--- config.mk ---
export PLATFORM = sky130hd
export DESIGN_NAME = mac_accumulator
export DESIGN_NICKNAME = d
export VERILOG_FILES = /design/src/rtl/mac_accumulator.sv
export SDC_FILE = /design/constraint.sdc
export NUM_CORES = 1
export LEC_CHECK = 0
export BUFFER_PORTS_ARGS = -buffer_cell sky130_fd_sc_hd__buf_2
export CAP_MARGIN = 10
export CORE_ASPECT_RATIO = 1.2
export CORE_MARGIN = 8
export CORE_UTILIZATION = 45
export DETAILED_ROUTE_END_ITERATION = 10
export PLACE_DENSITY = 0.65
export REMOVE_ABC_BUFFERS = 1
export SYNTH_ARGS = -nofsm -noshare
export SYNTH_HDL_FRONTEND = slang
export SYNTH_SLANG_ARGS = --single-unit
--- constraint.sdc ---
create_clock -name clk -period 4.4 [get_ports clk]
set_clock_uncertainty 0.1 [all_clocks]
set_input_delay 0 -clock clk [delete_from_list [all_inputs] [get_ports clk]]
set_output_delay 0 -clock clk [all_outputs]
set_load 0.01 [all_outputs]
--- src/rtl/mac_accumulator.sv ---
// Multiply-accumulate stage: sums N_TERMS 4x4 products per result over valid/ready handshakes.
// Optional build macro MAC_SATURATE_EN clamps the accumulator at 2^ACC_W-1 instead of wrapping.

module multiply (
    input  logic [3:0] a,
    input  logic [3:0] b,
    output logic [7:0] p
);
    logic [7:0] pp [4];

    // One shifted partial-product row per multiplier bit, summed as an array.
    for (genvar i = 0; i < 4; i++) begin : g_row
        assign pp[i] = {4'b0000, a & {4{b[i]}}} << i;
    end

    assign p = pp[0] + pp[1] + pp[2] + pp[3];
endmodule

module mac_accumulator #(
    parameter int ACC_W   = 12,
    parameter int N_TERMS = 4
) (
    input  logic             clk,
    input  logic             rst_n,
    input  logic             clear,
    input  logic             in_valid,
    output logic             in_ready,
    input  logic [3:0]       a,
    input  logic [3:0]       b,
    output logic             out_valid,
    input  logic             out_ready,
    output logic [ACC_W-1:0] acc_out,
    output logic             overflow
);
    localparam int CNT_W = $clog2(N_TERMS + 1);
    localparam logic [CNT_W-1:0] LAST = CNT_W'(N_TERMS - 1);

    typedef enum logic {S_ACC, S_HOLD} state_t;

    state_t           state, state_nxt;
    logic [ACC_W-1:0] acc, acc_nxt;
    logic [CNT_W-1:0] cnt, cnt_nxt;
    logic             ovf, ovf_nxt;
    logic [7:0]       prod;
    logic [ACC_W:0]   sum;

    multiply u_mul (.a(a), .b(b), .p(prod));

    // Extra top bit catches the carry out of the accumulator width.
    assign sum = {1'b0, acc} + {{(ACC_W - 7){1'b0}}, prod};

    assign in_ready  = (state == S_ACC);
    assign out_valid = (state == S_HOLD);
    assign acc_out   = acc;
    assign overflow  = ovf;

    always_comb begin
        state_nxt = state;
        acc_nxt   = acc;
        cnt_nxt   = cnt;
        ovf_nxt   = ovf;
        if (clear) begin
            state_nxt = S_ACC;
            acc_nxt   = '0;
            cnt_nxt   = '0;
            ovf_nxt   = 1'b0;
        end else begin
            case (state)
                S_ACC: begin
                    if (in_valid) begin
                        ovf_nxt = ovf | sum[ACC_W];
`ifdef MAC_SATURATE_EN
                        acc_nxt = sum[ACC_W] ? {ACC_W{1'b1}} : sum[ACC_W-1:0];
`else
                        acc_nxt = sum[ACC_W-1:0];
`endif
                        if (cnt == LAST) begin
                            cnt_nxt   = '0;
                            state_nxt = S_HOLD;
                        end else begin
                            cnt_nxt = cnt + 1'b1;
                        end
                    end
                end
                S_HOLD: begin
                    if (out_ready) begin
                        acc_nxt   = '0;
                        ovf_nxt   = 1'b0;
                        state_nxt = S_ACC;
                    end
                end
                default: state_nxt = S_ACC;
            endcase
        end
    end

    always_ff @(posedge clk or negedge rst_n) begin
        if (!rst_n) begin
            state <= S_ACC;
            acc   <= '0;
            cnt   <= '0;
            ovf   <= 1'b0;
        end else begin
            state <= state_nxt;
            acc   <= acc_nxt;
            cnt   <= cnt_nxt;
            ovf   <= ovf_nxt;
        end
    end
endmodule

# Word level (Yosys, flattened, before mapping)
# Cells that the tools add are included.
# word_totals
rom_bits	0
n_memories	0
ramBits	0
latch_bits	0
regBits	17
inputBits	13
# classes
div_mod_pow	0
n_reduce_logical	3
bitwise_logic	6
order_cmp	0
eq_ne	4
add_sub_neg	5
multipliers	0
shift	0
n_mux	17
# ops
operator	n
12-bit 2-to-1 mux	3
12-bit case mux with 2 select lines	1
4-bit bitwise AND	4
12-bit by 8-bit adder with 13-bit output	1
3-bit 2-to-1 mux	4
7-bit by 7-bit adder with 8-bit output	1
6-bit by 6-bit adder with 7-bit output	1
1-bit 2-to-1 mux	7
4-bit by 5-bit adder with 6-bit output	1
3-bit inequality test, second input constant	2
1-bit case mux with 2 select lines	2
2-bit AND reduction	2
3-bit by 1-bit adder with 3-bit output, second input constant	1
3-bit by 2-bit == test with 1-bit output, second input constant	1
2-bit inequality test, second input constant	1
2-bit nonzero test	1
1-bit NOT	1
1-bit bitwise OR	1

# Longest topological paths before layout
# depth
ltp_word	9
ltp_mapped	15
depth_no_buf	15

# Hierarchy
# A second synthesis with hierarchy kept.
# unflattened
cells_unflattened	175
area_unflattened_um2	1497.7
# by_module_without_submodules
module	area_per_inst_um2	seq_area_each_um2	cells_each	n_inst
mac_accumulator	1076.0	425.4	121	1
multiply	421.7	0.0	54	1

# Worst setup path after synthesis
# Ideal clock, no wire load.
# synth_timing
kind	register -> register
startpoint	register acc[3], in the netlist acc_out[3]
endpoint	register acc[9], in the netlist acc_out[9]
required_ns	4.178
t_arrival_ns	3.589
path_slack_ns	0.590
setup_ns	0.122
period_less_slack_ns	3.810
path_stages_with_launch	16
n_path_buf	0
path_cell_list	dfrtp_1 > inv_1 > fa_1 > inv_1 > fa_1 > inv_1 > fa_1 > inv_1 > ha_1 > inv_1 > fa_1 > nor2b_4 > o31ai_2 > a21boi_1 > or3_1 > a32o_1
# synth_between
elab_chain_cells	4
# synth_lines
item	line_no	text
start: declaration	41	logic [ACC_W-1:0] acc, acc_nxt;
start signal: assignment	105	acc <= acc_nxt;
12-bit by 8-bit adder with 13-bit output	50	assign sum = {1'b0, acc} + {{(ACC_W - 7){1'b0}}, prod};
12-bit 2-to-1 mux	70	if (in_valid) begin
12-bit case mux with 2 select lines	68	case (state)
12-bit 2-to-1 mux	62	if (clear) begin
# No other way between the ends. The select of a mux whose other input is x is not followed.
# A chain may end at the register's enable or synchronous reset.

# Worst setup path after layout
# Ends and elaborated chain as after synthesis.

==> results.py <==
metrics = {
    "run_status": {
        "status": "complete, no violations",
    },
    "pwr": {
        "clockPowerShare_pct": 13.4,
        "power.density_nw_per_um2": 409,
        "power_frac_seq_pct": 29.5,
        "combPwrFrac_pct": 57.1,
        "total_power_w": 0.000701,
        "switching_share_pct": 43.7,
        "cellInternalPower_w": 0.000395,
        "p_switching_w": 0.000306,
        "peakVddDrop_mv": 0.270,
        "p_leak_nw": 0.910,
    },
    "layout": {
        "fillers": 300,
        "num_antenna_cells": 0,
        "register_area_um2": 425,
        "multiInputGateArea_um2": 971,
        "area_delta_synth_final_pct": 16.9,
        "mostFrequentLayoutCell": "buf_2",
        "fin_util_pct": 55.6,
        "final_cell_mix": "buf_2, nand2_1, ha_1",
        "nNetsFinal": 235,
        "drive_gt1_share_pct": 17.8,
        "postLayoutCellArea_um2": 1710,
    },
    "route": {
        "vias": 1202,
        "met3_length_um": 131,
        "wl_per_cell_um": 14.8,
        "dr.pass1.iters": 4,
        "route.met2.wl_mm": 1.77,
        "vias_per_cell": 5.30,
        "drt-met1-wl_mm": 1.42,
        "routed_wl_mm": 3.36,
        "drcViolationCount": 0,
        "top_layer": "met4",
        "drtIter0Drc": 53,
        "detail-route-antenna-nets": 0,
    },
    "critical_path": {
        "critPathKind": "flop to flop",
        "arrival_ns": 4.08,
        "worstPathMaxFanout": 3,
        "critPathLaunchType": "flop",
        "cp.required_ns": 4.50,
        "end_kind": "flop",
    },
    "min_path": {
        "hold_path_class": "input pin to asynchronous set/reset pin",
    },
    "die": {
        "die_w_um": 68.1,
        "core_area_um2": 3080,
        "fp-row-count": 22,
        "start_util_pct": 47.6,
        "die_area_um2": 5350,
        "io_pins": 28,
        "die_h_um": 78.5,
    },
    "yosys": {
        "syn-instance-count": 157,
        "synthTopCellsByArea": "dfrtp_1, ha_1, fa_1, nand2_1, and2_1",
        "synth_top_area_share_pct": 29.0,
        "ys_ff_latch": 17,
        "yosysSeqAreaShare_pct": 29.0,
        "synth_warnings": 0,
        "netlist_area_um2": 1470,
        "yosysTopAreaCell": "dfrtp_1",
        "avgSynthCellArea_um2": 9.34,
        "ys_types": 30,
    },
    "timing": {
        "period_needed_ns": 3.98,
        "tightest_slew_ns": 0.677,
        "rsz0062_at_grt": "no",
        "slew_headroom_pct": 54.8,
        "period_share_pct": 90.5,
        "finalWorstSetupSlack_ns": 0.416,
        "fmax_mhz": 251,
        "setup_violations": 0,
        "hold_viol_final": 0,
        "fin_tns_setup_ns": 0,
        "drv_slew": 0,
    },
    "cts": {
        "cts.htree.levels": 1,
        "cts-resized-gates": 0,
        "clock_latency_ns": 0.31,
        "cts_tree": "built",
        "cts-root-buf": "clkbuf_4",
        "clock-sinks": 17,
        "clock_path_buffers": 2,
        "clkTransAtPathRegs_ns": 0.13,
        "cts-buffers-inserted": 3,
    },
    "place": {
        "portBuffers": 27,
        "placed_area_um2": 1640,
        "place_ws_ns": 0.444,
        "hpwl_mm": 2.62,
        "place.gp.congestion": 0.784,
    },
    "grt": {
        "grt_pass1_vias": 1269,
        "grt_antenna_before_repair": 0,
        "grt_max_degree": 20,
        "grt_pass1_wl_mm": 5.86,
        "grt_overflow": 0,
        "grtUsageTotal_pct": 13.6,
    },
    "flow_run": {
        "maxCapViolations": 0,
    },
}
[per-layer routing]
metal  GRT usage (%)  up-vias
li1                -      602
met1            16.7      578
met2            23.2       18
met3            1.85        4
met4            4.52        0
met5               0        -
[flip-flops by register name (all words and copies together), names as in the netlist]
signal	flops
out_valid	1
overflow	1
cnt	3
acc_out	12
[worst max-delay path, cell delays in order, from the launching register on]
cell,delay (ns)
dfrtp_1,0.39
inv_1,0.07
fa_1,0.53
inv_1,0.05
fa_1,0.53
inv_1,0.06
fa_1,0.53
inv_1,0.04
ha_1,0.22
inv_1,0.08
fa_1,0.24
nor2b_4,0.06
o31ai_2,0.28
a21boi_1,0.12
or3_1,0.32
a32o_1,0.26
[path summary, 6_finish.rpt]
path	start	to	slack [ns]	cells past startpoint
setup reg to reg	acc_out[3]$_DFFE_PN0P_	acc_out[9]$_DFFE_PN0P_	0.42	15
max in group asynchronous	rst_n	acc_out[11]$_DFFE_PN0P_	3.84	2
setup / recovery	acc_out[3]$_DFFE_PN0P_	acc_out[9]$_DFFE_PN0P_	0.42	15
hold / removal	rst_n	acc_out[0]$_DFFE_PN0P_	0.04	2
min in group clk	a[0]	acc_out[0]$_DFFE_PN0P_	0.14	5
hold reg to reg	overflow$_DFFE_PN0P_	overflow$_DFFE_PN0P_	0.43	2
[cell type report]
| cell class | count | share of cell area [%] |
|---|---|---|
| clock buffer | 3 | 1.31 |
| clock inverter | 1 | 0.292 |
| inverter | 16 | 3.50 |
| multi-input combinational | 122 | 56.6 |
| sequential | 17 | 24.8 |
| tap | 36 | 2.63 |
| timing repair buffer | 32 | 10.8 |
[kinds of logic after synthesis]
group                      after synthesis  synth area share [%]
AOI/OAI and AO/OA                       34                  15.0
DFF                                     17                  29.0
and+or+nand+nor                         55                  18.7
xor gates and xnor gates                 3                  1.79
buffers and inverters                   18                  4.78
adders and majority gates               30                  30.7
[synthesized netlist by cell type]
master / instances
o21ai_0: 12
o21bai_1: 1
o41ai_1: 1
a211oi_1: 2
nor2_2: 1
nor2_1: 8
nand4bb_1: 1
nand2_1: 23
fa_1: 10
o221ai_1: 1
and2_1: 11
a21boi_1: 1
nor3_1: 5
nor2b_4: 1
a32o_1: 2
o31ai_2: 1
o21a_1: 2
a21oi_1: 7
or3_1: 2
buf_2: 1
clkbuf_2: 1
nor3b_1: 1
nor2b_1: 2
inv_1: 16
a31oi_1: 1
a21o_1: 2
ha_1: 20
a22o_1: 1
xnor2_1: 3
dfrtp_1: 17
[per-stage QoR]
| step | hold slack [ns] | cells |
|---|---|---|
| global placement | -0.150 | 218 |
| global route | 0.0988 | 227 |
| finish | 0.0411 | 227 |
| detailed placement | -0.136 | 218 |
| CTS | 0.0683 | 227 |
| floorplan | -0.396 | 155 |
[power groups by stage]
| stage | registers [W] | clock network [W] | logic [W] |
|---|---|---|---|
| detailed placement | 0.000212 | 0 | 0.000395 |
| global route | 0.000212 | 0.000101 | 0.000464 |
| floorplan | 0.000218 | 0 | 0.000278 |
| finish | 0.000207 | 0.0000938 | 0.000400 |
| CTS | 0.000208 | 0.0000927 | 0.000406 |
| global placement | 0.000209 | 0 | 0.000387 |
[timing repair]
item,4_1_cts,5_1_grt
setup buffers,0,0
setup endpoints to repair,0,0
endpoints found under the hold margin,25,0
hold buffers,5,0
Power figures use the tool's default switching activity.
